File: src/rtl/disp_pkg.sv
// Shared constants and types for the multiplexed 7-segment display scanner.
package disp_pkg;

  localparam int unsigned NUM_DIGITS = 4;
  localparam int unsigned DIGIT_W    = 8;
  localparam int unsigned IDX_W      = $clog2(NUM_DIGITS);

  localparam logic [DIGIT_W-1:0]    SEG_OFF = 8'hFF;
  localparam logic [NUM_DIGITS-1:0] AN_OFF  = 4'b1111;

  typedef enum logic {
    BLANK = 1'b0,
    SHOW  = 1'b1
  } state_t;

  // Bit offset of a digit's pattern inside the 32-bit frame word.
  function automatic int unsigned digit_lsb(input logic [IDX_W-1:0] d);
    return int'(d) * DIGIT_W;
  endfunction

endpackage

File: src/rtl/scan_timer.sv
// Per-digit slot counter (0..SCAN_DIV-1) with blank-end and slot-end strobes.
module scan_timer #(
  parameter int unsigned SCAN_DIV  = 250000,
  parameter int unsigned BLANK_CYC = 500
) (
  input  logic clk,
  input  logic rst_n,
  output logic slot_start,
  output logic blank_done,
  output logic slot_done
);

  localparam int unsigned CW = $clog2(SCAN_DIV);

  logic [CW-1:0] cnt;

  always_ff @(posedge clk) begin
    if (!rst_n)         cnt <= '0;
    else if (slot_done) cnt <= '0;
    else                cnt <= cnt + CW'(1);
  end

  assign slot_start = (cnt == '0);
  assign blank_done = (cnt == CW'(BLANK_CYC - 1));
  assign slot_done  = (cnt == CW'(SCAN_DIV - 1));

endmodule

File: src/rtl/display_scan_ctrl.sv
// 4-digit display scanner: blank/show slot FSM, double-buffered frames, registered pins.
// Optional brightness PWM on the anodes when DISP_DIMMING_EN is defined.
module display_scan_ctrl
  import disp_pkg::*;
#(
  parameter int unsigned SCAN_DIV  = 250000,
  parameter int unsigned BLANK_CYC = 500
`ifdef DISP_DIMMING_EN
  , parameter int unsigned DIM_BITS = 4
`endif
) (
  input  logic        CCLK,
  input  logic        RST_N,
  input  logic        load,
  output logic        load_ready,
  input  logic [31:0] frame_in,
  input  logic [3:0]  en_in,
`ifdef DISP_DIMMING_EN
  input  logic [DIM_BITS-1:0] duty,
`endif
  output logic        AN0,
  output logic        AN1,
  output logic        AN2,
  output logic        AN3,
  output logic [7:0]  SEG,
  output logic        frame_tick
);

  state_t                  state;
  logic [IDX_W-1:0]        idx;
  logic [31:0]             shadow, pending;
  logic [NUM_DIGITS-1:0]   shadow_en, pending_en;
  logic                    pending_valid;
  logic                    slot_start, blank_done, slot_done;
  logic                    commit, lit;
  logic [NUM_DIGITS-1:0]   an_q, an_nxt;
  logic [DIGIT_W-1:0]      seg_nxt;

  scan_timer #(
    .SCAN_DIV  (SCAN_DIV),
    .BLANK_CYC (BLANK_CYC)
  ) u_timer (
    .clk        (CCLK),
    .rst_n      (RST_N),
    .slot_start (slot_start),
    .blank_done (blank_done),
    .slot_done  (slot_done)
  );

`ifdef DISP_DIMMING_EN
  logic [DIM_BITS-1:0] pwm_cnt;

  always_ff @(posedge CCLK) begin
    if (!RST_N)              pwm_cnt <= '0;
    else if (state == SHOW)  pwm_cnt <= pwm_cnt + DIM_BITS'(1);
  end

  assign lit = (pwm_cnt < duty);
`else
  assign lit = 1'b1;
`endif

  // Frame boundary: last SHOW cycle of the final digit.
  assign commit = (state == SHOW) && slot_done && (idx == IDX_W'(NUM_DIGITS - 1)) && pending_valid;
  assign load_ready = ~pending_valid;

  always_comb begin
    an_nxt  = AN_OFF;
    seg_nxt = SEG_OFF;
    if (state == SHOW && shadow_en[idx]) begin
      seg_nxt     = shadow[digit_lsb(idx) +: DIGIT_W];
      an_nxt[idx] = ~lit;
    end
  end

  always_ff @(posedge CCLK) begin
    if (!RST_N) begin
      state         <= BLANK;
      idx           <= '0;
      shadow        <= {NUM_DIGITS{SEG_OFF}};
      shadow_en     <= '0;
      pending       <= '1;
      pending_en    <= '0;
      pending_valid <= 1'b0;
      an_q          <= AN_OFF;
      SEG           <= SEG_OFF;
      frame_tick    <= 1'b0;
    end else begin
      if (state == BLANK) begin
        if (blank_done) state <= SHOW;
      end else if (slot_done) begin
        state <= BLANK;
        idx   <= idx + IDX_W'(1);
      end

      if (commit) begin
        shadow        <= pending;
        shadow_en     <= pending_en;
        pending_valid <= 1'b0;
      end else if (load && !pending_valid) begin
        pending       <= frame_in;
        pending_en    <= en_in;
        pending_valid <= 1'b1;
      end

      an_q       <= an_nxt;
      SEG        <= seg_nxt;
      frame_tick <= (state == BLANK) && slot_start && (idx == '0);
    end
  end

  assign {AN3, AN2, AN1, AN0} = an_q;

endmodule

File: config.mk
export PLATFORM = sky130hd
export DESIGN_NAME = display_scan_ctrl
export DESIGN_NICKNAME = d
export VERILOG_FILES = /design/src/rtl/disp_pkg.sv /design/src/rtl/scan_timer.sv /design/src/rtl/display_scan_ctrl.sv
export SDC_FILE = /design/constraint.sdc
export NUM_CORES = 1
export LEC_CHECK = 0
export CELL_PAD_IN_SITES_DETAIL_PLACEMENT = 0
export CELL_PAD_IN_SITES_GLOBAL_PLACEMENT = 1
export CORE_MARGIN = 8
export CORE_UTILIZATION = 42
export CTS_CLUSTER_DIAMETER = 60
export DETAILED_ROUTE_END_ITERATION = 16
export PLACE_DENSITY_LB_ADDON = 0.25
export SKIP_CTS_REPAIR_TIMING = 1
export SYNTH_ARGS = -nofsm -noshare
export SYNTH_HDL_FRONTEND = slang
export SYNTH_SLANG_ARGS = --single-unit
File: constraint.sdc
create_clock -name CCLK -period 2.2 [get_ports CCLK]
set_clock_uncertainty 0.2 [all_clocks]
set_input_delay 0.44 -clock CCLK [delete_from_list [all_inputs] [get_ports CCLK]]
set_output_delay 0.44 -clock CCLK [all_outputs]
set_load 0.03 [all_outputs]
==> qor.txt <==
# nets final: 583
Width of the die: 118 um
TritonCTS clock tree: done
VDD IR max: 312 uV
Worst reg2reg startpoint: u_timer.cnt[0]
Share of flip-flops with an asynchronous set or reset: 0
Vias per cell: 5.22
Flop and latch count out of synthesis: 107
Initial Util: 0.428
Via count: 3,544
Worst relative slew slack: 0.668
Least-Margin Pin Slew: 493 ps
Dominant cells by area after synthesis: dfxtp_1 (49%), nand2_1 (7.8%), nand4_1 (6.6%)
Die H: 118 um
Critical path endpoint category: output port
Cell Rows: 37
Top cell type's share of synthesized area: 0.492
Crit path launch: pending_valid
Status: completed
Post-Syn Instances: 497
Max_cap viols: 0
IO buf count: 52
Worst R2R End: shadow[16]
CP required: 1560 ps
Later-pin clock latency in the skew report: 370 ps
Register-to-Register Path Depth: 6
Setup slack, reg-to-reg: 200 ps
Global-route wire length before repair: 17.3 mm
Largest net degree at the start of global routing: 54
Crit-path max FO: 4
Hold path cells: 2
Mapped Area: 4360 sq um
1st-iter DRT viols: 195
Crit path launch type: flop
Most used DFF post-synth: dfxtp_1
Clock share of power: 0.327
Dpl cell area: 5030 sq um
DP Wirelength: 7.04 mm
Gr ovfl total: 0
Total CTS buffers: 9
Setup-failing EPs final: 0
Fin. max-slew vios: 0
Net Count, Synth: 542
Post-synthesis sequential area ratio: 0.492
TNS Setup: 0 ps
RePlAce Congestion: 0.819
Post-synth EDFFs: 0
Logic gate share of total power: 0.071
Final period util: 0.965
CTS Buffer Depth: 2
Design Area, Final: 5200 sq um
Fin crit period: 2120 ps
I/O pin total: 53
Power density cells: 648 nW/um^2
CP arrival: 1480 ps
Layout area overhead: 19.5%
Count of warnings emitted by yosys: 0
Final WL: 10.2 mm
Number of remaining DRC errors: 0
Initial antenna violation count: 0
Switch Pwr: 0.000811 W
Switch share: 0.240
Max Freq: 471 MHz
Inserted Diodes: 0
WS Path Type: reg -> out
Power Internal: 0.00256 W
Placeable Area: 10,200 sq um
Library cells used by synthesis: 32
Layout cell share with drive strength beyond 1: 0.0884
Fin. Hold Viols: 0
Wire per inst: 15.1 um
Worst setup path endpoint: load_ready
Clock slew at reported path FFs: 100 ps
Global-route usage over all layers: 0.150
Leading area contributor after synthesis: dfxtp_1
Worst hold path class: in -> reg
Root Buffer Master: clkbuf_8
RSZ-0062 raised after global routing: false
Syn_area_per_cell: 8.76 sq um
DRT antenna net count: 0
Die area: 13,900 sq um
Static leakage: 2.12 nW
H-tree levels: 3
Number of global-route vias before repair: 3,511
First-pass detailed-route iteration total: 4
Sequential share of power: 0.602
CTS sink cnt: 107
synth_stat cells, drive strengths merged (11+ instances only):
| master | instances |
|---|---|
| nand3 | 39 |
| clkbuf | 22 |
| inv | 42 |
| dfxtp | 107 |
| nand2 | 91 |
| xnor2 | 11 |
| a21oi | 12 |
| nand4 | 47 |
| buf | 16 |
| nor2 | 23 |
| o211ai | 32 |
routing by layer:
layer  track usage  vias to the layer above  part of all wire
met1         0.187                     1672              0.47
met4        0.0480                        0            0.0099
met3        0.0355                       11             0.041
met2         0.248                       63              0.48
li1              -                     1798                 -
met5             0                        -                 0
worst min-delay path by stage:
stage	from	end	slack (ps)
finish	RST_N	pending[23]	250
global route	RST_N	pending[25]	250
CTS	RST_N	pending[23]	230
detailed placement	pending_en[0]	pending_en[0]	250
global placement	pending_en[2]	pending_en[2]	250
floorplan	pending_en[0]	pending_en[0]	240
through the flow:
step	worst slack, ps	hold WS, ps	power [W]	cells	util
floorplan	416	237	0.00219	497	-
global placement	283	249	0.00232	663	0.493
detailed placement	232	251	0.00232	663	0.493
CTS	53.4	232	0.00342	679	0.511
global route	3.59	254	0.00353	679	0.511
finish	77.1	246	0.00337	679	0.511
sequential cells by signal, summed over array words and instances, names as in the netlist:
name           cells
SEG                8
shadow_en          4
state              1
frame_tick         1
u_timer.cnt       18
idx                2
pending_valid      1
pending_en         4
shadow            32
an_q               4
pending           32
kinds of logic after synthesis:
| kind of cell | after synthesis | share of synthesized area |
|---|---|---|
| and+or+nand+nor | 224 | 0.251 |
| buffers and inverters | 80 | 0.0799 |
| DFF | 107 | 0.492 |
| adders and majority gates | 6 | 0.0172 |
| muxes | 10 | 0.0460 |
| AOI/OAI and AO/OA | 57 | 0.0879 |
| xor gates and xnor gates | 13 | 0.0261 |
placed cells by master, fill, tap and decap left out, types with 4 or more instances in the layout:
master / count
a21oi_1: 12
and3_1: 6
buf_12: 4
buf_4: 12
clkbuf_8: 10
clkdlybuf4s50_1: 51
dfxtp_1: 107
ha_1: 6
inv_1: 42
mux4_2: 8
nand2_1: 91
nand3_1: 39
nand4_1: 46
nor2_1: 22
nor3_1: 5
nor4_1: 5
o211ai_1: 32
o21ai_0: 7
xnor2_1: 11
power groups by stage:
stage                     registers [W]  logic, W  clock network, W
after global placement          0.00208  0.000240                 0
after global routing            0.00204  0.000268           0.00122
final                           0.00203  0.000239           0.00110
after detailed placement        0.00208  0.000242                 0
after CTS                       0.00203  0.000243           0.00115
after floorplan                 0.00207  0.000124                 0
layout make-up:
cell class	instances	area [sq um]
clock inverters	5	36.3
repair buffers	68	686
flip-flops and latches	107	2140
clock buffers	11	141
inverters	42	158
fillers	994	4980
well taps	136	170
multi-input cells	310	1870
critical path, cell delays in order (launching register included):
cell and delay (ps):
dfxtp_1 360, inv_1 90, clkdlybuf4s50_1 670
No activity file was read; power rests on OpenSTA's default activity.
